### src/rtl/pwr_rail_ctrl.sv
// Rail-enable sequencing back end: registers pwr_init_step levels onto the rails,
// supervises power-good with timeout/fault latch and stretches the ROIC reset.
// Optional power-good supervision is enabled by defining PG_CHECK_EN.
module pwr_rail_ctrl #(
  parameter int          NUM_RAILS      = 6,
  parameter logic [24:0] PG_TIMEOUT     = 25'd200000,
  parameter int          DEBOUNCE       = 4,
  parameter int          ROIC_RST_WIDTH = 16
) (
  input  logic                         fsm_clk,
  input  logic                         reset_n,
  input  logic [NUM_RAILS-1:0]         step_req,
  input  logic [NUM_RAILS-1:0]         pg_in,
  input  logic                         roic_reset,
  input  logic                         fault_clr,
  output logic [NUM_RAILS-1:0]         rail_en,
  output logic                         rails_ok,
  output logic                         pwr_fault,
  output logic [$clog2(NUM_RAILS)-1:0] fault_rail,
  output logic                         roic_rst_n,
  output logic [2:0]                   ctrl_state
);

  // state  | meaning
  // IDLE   | all rails off, waiting for a step request
  // WAIT   | rails changed, waiting for power-good to follow (timeout armed)
  // STABLE | power-good matches the enables
  // FAULT  | timeout or brown-out latched, rails off, ROIC held in reset
  typedef enum logic [2:0] {
    ST_IDLE   = 3'd0,
    ST_WAIT   = 3'd1,
    ST_STABLE = 3'd2,
    ST_FAULT  = 3'd3
  } state_t;

  localparam int FRW = $clog2(NUM_RAILS);
  localparam int SW  = $clog2(ROIC_RST_WIDTH + 1);

  state_t               state_q, state_d;
  logic [NUM_RAILS-1:0] rail_en_q, rail_en_d;
  logic [24:0]          tmo_q, tmo_d;
  logic                 rails_ok_q, rails_ok_d;
  logic [SW-1:0]        stretch_q, stretch_d;
  logic                 roic_rst_n_q, roic_rst_n_d;
  logic [NUM_RAILS-1:0] pg_db;

`ifdef PG_CHECK_EN
  logic [NUM_RAILS-1:0]      pg_s1_q, pg_s2_q, pg_db_q;
  logic [NUM_RAILS-1:0][3:0] db_cnt_q;
  logic [FRW-1:0]            fault_idx;
  logic                      pwr_fault_q;
  logic [FRW-1:0]            fault_rail_q;

  always_ff @(posedge fsm_clk or negedge reset_n) begin
    if (!reset_n) begin
      pg_s1_q  <= '0;
      pg_s2_q  <= '0;
      pg_db_q  <= '0;
      db_cnt_q <= '0;
    end else begin
      pg_s1_q <= pg_in;
      pg_s2_q <= pg_s1_q;
      for (int i = 0; i < NUM_RAILS; i++) begin
        if (pg_s2_q[i] != pg_db_q[i]) begin
          if (db_cnt_q[i] == 4'(DEBOUNCE - 1)) begin
            pg_db_q[i]  <= pg_s2_q[i];
            db_cnt_q[i] <= '0;
          end else begin
            db_cnt_q[i] <= db_cnt_q[i] + 4'd1;
          end
        end else begin
          db_cnt_q[i] <= '0;
        end
      end
    end
  end

  assign pg_db = pg_db_q;

  // Descending scan so the lowest mismatching rail is the one left standing.
  always_comb begin
    fault_idx = '0;
    for (int i = NUM_RAILS - 1; i >= 0; i--) begin
      if (pg_db[i] != rail_en_q[i]) fault_idx = FRW'(i);
    end
  end

  always_ff @(posedge fsm_clk or negedge reset_n) begin
    if (!reset_n) begin
      pwr_fault_q  <= 1'b0;
      fault_rail_q <= '0;
    end else if (state_q != ST_FAULT && state_d == ST_FAULT) begin
      pwr_fault_q  <= 1'b1;
      fault_rail_q <= fault_idx;
    end else if (state_q == ST_FAULT && state_d == ST_IDLE) begin
      pwr_fault_q  <= 1'b0;
    end
  end

  assign pwr_fault  = pwr_fault_q;
  assign fault_rail = fault_rail_q;
`else
  logic unused_pg;

  // Without supervision the rails are taken as good as soon as they are driven.
  assign pg_db      = rail_en_q;
  assign unused_pg  = ^pg_in;
  assign pwr_fault  = 1'b0;
  assign fault_rail = '0;
`endif

  always_comb begin
    state_d   = state_q;
    rail_en_d = rail_en_q;
    tmo_d     = tmo_q;
    case (state_q)
      ST_IDLE: begin
        rail_en_d = '0;
        if (step_req != '0) begin
          rail_en_d = step_req;
          tmo_d     = '0;
          state_d   = ST_WAIT;
        end
      end
      ST_WAIT: begin
        if (tmo_q != PG_TIMEOUT) tmo_d = tmo_q + 25'd1;
        if (step_req != rail_en_q) begin
          rail_en_d = step_req;
          tmo_d     = '0;
        end else if (pg_db == rail_en_q) begin
          state_d = (rail_en_q == '0) ? ST_IDLE : ST_STABLE;
        end else if (tmo_q == PG_TIMEOUT) begin
          rail_en_d = '0;
          state_d   = ST_FAULT;
        end
      end
      ST_STABLE: begin
        if (step_req != rail_en_q) begin
          rail_en_d = step_req;
          tmo_d     = '0;
          state_d   = ST_WAIT;
        end else if (pg_db != rail_en_q) begin
          rail_en_d = '0;
          state_d   = ST_FAULT;
        end
      end
      ST_FAULT: begin
        rail_en_d = '0;
        if (fault_clr && step_req == '0) state_d = ST_IDLE;
      end
      default: begin
        rail_en_d = '0;
        state_d   = ST_IDLE;
      end
    endcase

    rails_ok_d = (state_d == ST_STABLE) && (&rail_en_d);

    stretch_d = stretch_q;
    if (roic_reset)              stretch_d = SW'(ROIC_RST_WIDTH);
    else if (stretch_q != '0)    stretch_d = stretch_q - SW'(1);

    roic_rst_n_d = (stretch_d == '0) && (state_d != ST_FAULT);
  end

  // Stretch counter comes out of reset loaded so the ROIC sees a full-width reset.
  always_ff @(posedge fsm_clk or negedge reset_n) begin
    if (!reset_n) begin
      state_q      <= ST_IDLE;
      rail_en_q    <= '0;
      tmo_q        <= '0;
      rails_ok_q   <= 1'b0;
      stretch_q    <= SW'(ROIC_RST_WIDTH);
      roic_rst_n_q <= 1'b0;
    end else begin
      state_q      <= state_d;
      rail_en_q    <= rail_en_d;
      tmo_q        <= tmo_d;
      rails_ok_q   <= rails_ok_d;
      stretch_q    <= stretch_d;
      roic_rst_n_q <= roic_rst_n_d;
    end
  end

  assign rail_en    = rail_en_q;
  assign rails_ok   = rails_ok_q;
  assign roic_rst_n = roic_rst_n_q;
  assign ctrl_state = state_q;

endmodule

### config.mk
export PLATFORM = sky130hd
export DESIGN_NAME = pwr_rail_ctrl
export DESIGN_NICKNAME = d
export VERILOG_FILES = /design/src/rtl/pwr_rail_ctrl.sv
export SDC_FILE = /design/constraint.sdc
export NUM_CORES = 1
export LEC_CHECK = 0
export BUFFER_PORTS_ARGS = -buffer_cell sky130_fd_sc_hd__buf_2
export CAP_MARGIN = 40
export CORE_UTILIZATION = 47
export CTS_CLUSTER_SIZE = 8
export DETAILED_ROUTE_END_ITERATION = 10
export PLACE_DENSITY = 0.77
export REMOVE_ABC_BUFFERS = 1
export SYNTH_ARGS = -nofsm -noshare
export SYNTH_HDL_FRONTEND = slang
export SYNTH_SLANG_ARGS = --single-unit
### constraint.sdc
create_clock -name fsm_clk -period 2.3 [get_ports fsm_clk]
set_input_delay 0.46 -clock fsm_clk [delete_from_list [all_inputs] [get_ports fsm_clk]]
set_output_delay 0.46 -clock fsm_clk [all_outputs]
set_load 0.02 [all_outputs]
Word level (Yosys, flattened, before mapping):

Index checks and enable logic that the tools add are counted.

* add/subtract/negate cells: 1
* div/mod/pow operators: 0
* multipliers: 0
* muxes and demuxes: 11
* reduce and logical (&&, ||, !) cells: 11
* shift-type cells: 0
* $lt $le $gt $ge: 0
* equality and inequality tests: 6
* bitwise operators: 0

Operators with widths (number)
* 6-bit zero test: 2
* 3-bit two-way mux: 4
* 6-bit two-way mux: 2
* 3-bit case mux with 4 select lines: 1
* 6-bit case mux with 2 select lines: 1
* 5-bit two-way mux: 2
* 3-bit by 2-bit == test with 1-bit output (second input constant): 3
* 6-bit inequality test: 1
* 6-bit AND reduction: 1
* 6-bit nonzero test: 1
* 5-bit zero test: 1
* 5-bit nonzero test: 1
* 5-bit by 1-bit subtractor with 5-bit output (second input constant): 1
* 3-bit by 1-bit == test with 1-bit output (second input constant): 1
* 1-bit logical AND: 3
* 3-bit zero test: 1
* 3-bit by 2-bit inequality test with 1-bit output (second input constant): 1
* 2-bit two-way mux: 1
* 2-bit OR reduction: 1

* flip-flop bits (word level): 16
* memory bits (read-only): 0
* bits in writable memories: 0
* memories kept: 0
* logic and storage cells: 34
* output and inout port bits: 15
* latch bits: 0

Longest topological paths before layout:

* depth after elaboration: 6
* gate-level depth with buffers: 7
* gate-level depth less buffers: 6

Least setup slack after synthesis:

No wires, ideal clock.

* kind: register to register
* from: reg stretch_q[0]
* to: reg roic_rst_n_q, in the netlist roic_rst_n
* data required time: 2177 ps
* path slack: 589 ps
* stages on the path, launching flop included: 8
* buffers on the path: 1
* data arrival time: 1588 ps
* clock period less this slack: 1711 ps
* setup time: 123 ps
* cell sequence: dfrtp_1 > inv_1 > ha_1 > or4b_1 > buf_2 > and3_1 > o21ai_1 > nor3b_2

* cells in the longest elaborated chain, start to end: 5
* elaborated cells between the ends (all ways): 6
* classes of those cells: add/sub (1); mux (2); reduce/logical (3)

Ends and longest elaborated chain
* from (decl): line 43 `logic [SW-1:0] stretch_q, stretch_d;`
* from (signal assigned): line 173 `stretch_q <= SW'(ROIC_RST_WIDTH);`
* from (signal assigned): line 180 `stretch_q <= stretch_d;`
* 5-bit by 1-bit subtractor with 5-bit output or 5-bit nonzero test (tied branches): line 161 `else if (stretch_q != '0) stretch_d = stretch_q - SW'(1);`
* 5-bit two-way mux (*): line 161
* 5-bit two-way mux (*): line 160 `if (roic_reset) stretch_d = SW'(ROIC_RST_WIDTH);`
* 5-bit zero test (*): line 163 `roic_rst_n_d = (stretch_d == '0) && (state_d != ST_FAULT);`
* 1-bit logical AND (*): line 163
* named net roic_rst_n_d: line 44 `logic roic_rst_n_q, roic_rst_n_d;`
* to (signal assigned): line 181 `roic_rst_n_q <= roic_rst_n_d;`
* to (decl): line 44

Mark *: on every way through the listed nets, which the timed path passes. The rest lies on a longest branch.

Worst setup path in the final report:

Ends and elaborated chain as after synthesis.

==> impl_metrics.csv <==
group,metric,value,unit
routing,drtIter0Drc,13,
synth,dominantRegCellSynth,"dfrtp_1",
timing,setup_viol_count_final,0,
die,dieArea,1960,sq um
power,power.share.clock,18.9,%
timing,timing.fmax,0.537,GHz
timing,drv_slew,0,
global_route,grt_max_degree,17,
routing,ant_nets,0,
critical_path,arrival,2.03,ns
timing,fin_tns_setup,0,ns
die,fp.dieH,44.3,um
critical_path,critPathMaxStageDelay,0.57,ns
critical_path,cp_cell_sequence,"inv_1 > ha_1 > or4b_1 > and3_1 > o21ai_1 > nor3b_2",
timing,finClkSkew,0.00701,ns
cts,htreeDepth,1,
cts,clockBufferDepth,2,
cts,cts_made_buffers,3,
critical_path,cp_slowest_cell,"or4b_1",
global_route,antenna_found_initial,0,
power,seq_power_share,49.5,%
critical_path,critPathKind,"reg -> reg",
routing,drt_wl_total,1540,um
global_route,grt_pass1_wl,2550,um
routing,drc_errors,0,
synth,synth-edff-count,0,
cts,cts-root-buf,"clkbuf_4",
cts,ctsResizeCount,0,
cts,post-cts-setup-buffers,0,
cells_and_area,fill_cells,145,
routing,viasPerCell,5.10,
timing,layout_setup_ws,0.440,ns
power,p_leak,0.000481,uW
cts,cts_tree,"built",
routing,via_count,678,
critical_path,cp_max_fo,6,
cts,clk_pin_slew,0.09,ns
timing,post-route-period-util,80.9,%
synth,ys_async_sr_fraction,100,%
critical_path,r2r_cells,6,
power,irDropWorstVdd,621,uV
cts,clk_latency,0.28,ns
synth,synth_top_area_share,44.6,%
power,powerDensity,795,nW/um^2
cells_and_area,antennaDiodeCount,0,
synth,synth_commonest_cells,"dfrtp_1 (15), nor2_1 (11), and2_1 (6), xor2_1 (6), a21oi_1 (5)",
flow_run,max-cap-violations,0,
synth,yosys.area.top_type,"dfrtp_1",
power,p_sw_share,34.4,%
global_route,track_usage,18.0,%
power,p_int,510,uW
critical_path,r2r_slack,0.44,ns
synth,netlist_instances,86,
synth,ys_warn_count,0,
die,die_w,44.3,um
placed_design,dp_hpwl,1190,um
placed_design,gp_congestion,0.762,
critical_path,crit_required,2.47,ns
status,status,"finished clean",
timing,min_period,1.86,ns
synth,synth_area_leaders,"dfrtp_1 (45%), xor2_1 (6.2%), nor2_1 (4.9%), and2_1 (4.5%), buf_4 (3.6%)",
synth,synth-seq-area-share,47.7,%
cts,cts_sinks,16,
global_route,grt_pass1_vias,628,
critical_path,start_kind,"flop",
cells_and_area,final_nets,127,
cells_and_area,drive_gt1_share,25.7,%
die,core_area,1590,sq um
global_route,globalRouteOverflowTotal,0,
synth,synth_most_common_cell,"dfrtp_1",
power,p_comb_share,31.6,%
synth,netlist_area,842,sq um
placed_design,io_buffer_count,20,
die,rows,14,
die,start_util,52.8,%
synth,avgSynthCellArea,9.79,sq um
routing,wl_per_cell,11.6,um
critical_path,r2r-start,"stretch_q[0]",
synth,synth_cell_type_count,33,
critical_path,worstReg2RegEnd,"roic_rst_n",
timing,grt_setup_unrepaired,"false",
synth,ys_ff_latch,16,
hold_path,hold_path_class,"in -> async",
die,io_pins,31,
placed_design,pre_cts_slack,0.448,ns
cts,ctsHoldBuffers,0,
power,power.switching,268,uW
routing,drt_first_pass_iters,4,
critical_path,end_kind,"flop",
timing,hold_violations,0,
cells_and_area,syn2layout_area_growth,16.2,%
==> worst max-delay path: cells and delay by family, from the launching register on <==
family | cells | cell delay (ns)
adder cells (fa/ha/maj) | 1 | 0.20
flip-flops | 1 | 0.46
buffers and inverters | 1 | 0.10
AND/OR/NAND/NOR | 3 | 0.87
AO/OA/AOI/OAI | 1 | 0.14
==> power by group through the flow <==
stage          Sequential [uW]  Combinational, uW  Clock [uW]
3_3_place_gp               387                238           0
2_1_floorplan              389                180           0
4_1_cts                    385                248         154
5_1_grt                    392                281         165
3_5_place_dp               390                244           0
6_report                   385                246         147
==> cell type report <==
class                           count  area [sq um]  share of cell area [%]
Inverter                            3          11.3                    1.15
Sequential cell                    16           402                    41.0
Clock buffer                        4          26.3                    2.69
Multi-Input combinational cell     66           409                    41.8
Tap cell                           24          30.0                    3.07
Timing Repair Buffer               20           100                    10.2
==> cells by family (layout without fill, tap and decap cells) <==
family	count (synthesis)	count (layout)	share of synthesized area, %
AND/OR/NAND/NOR	39	39	26.6
other	1	5	0.445
XOR/XNOR	9	9	9.36
flip-flops	16	16	47.7
buffers and inverters	8	27	5.50
AO/OA/AOI/OAI	12	12	8.92
adder cells (fa/ha/maj)	1	1	1.49
==> layer usage <==
layer  wire [um]  up-vias  share of wire, %  GRT usage (%)
met5           0        -                 0              0
met4           9        0              0.58           9.09
met3          69        2               4.5           2.45
met2         757       23                49           30.3
met1         706      318                46           22.6
li1            -      335                 -              -
==> stage by stage <==
step                      util, %  area [sq um]  total power (uW)  instances  hold WS [ns]
after floorplan                 -           822               569         85         0.164
after global placement       59.7           952               625        129         0.388
after detailed placement     59.7           952               634        129         0.393
after CTS                    61.4           978               786        133        0.0804
after global routing         61.4           978               839        133         0.101
final                        61.4           978               778        133        0.0795
==> state kept, by name, indices dropped and copies added (netlist names) <==
| name | cells |
|---|---|
| ctrl_state | 3 |
| rail_en | 6 |
| rails_ok | 1 |
| roic_rst_n | 1 |
| stretch_q | 5 |
==> cells in the final DEF (no fill, tap or decap), types with 2 or more instances in the layout <==
cell	n
nor2b_1	2
clkbuf_4	3
dfrtp_1	15
nand3_1	3
xnor2_1	3
a21oi_1	5
buf_2	20
nand4_1	2
nor3_1	3
or2_2	2
inv_1	3
and2_1	6
and3_1	2
nor2_1	11
xor2_1	6
conb_1	5
==> how the worst max path moves through the flow <==
stage	start	end	slack, ns
3_5_place_dp	stretch_q[0]	roic_rst_n	0.45
5_1_grt	stretch_q[0]	roic_rst_n	0.33
2_1_floorplan	stretch_q[0]	roic_rst_n	0.59
3_3_place_gp	stretch_q[0]	roic_rst_n	0.49
4_1_cts	stretch_q[0]	roic_rst_n	0.44
6_report	stretch_q[0]	roic_rst_n	0.44
Power figures use the tool's default switching activity.
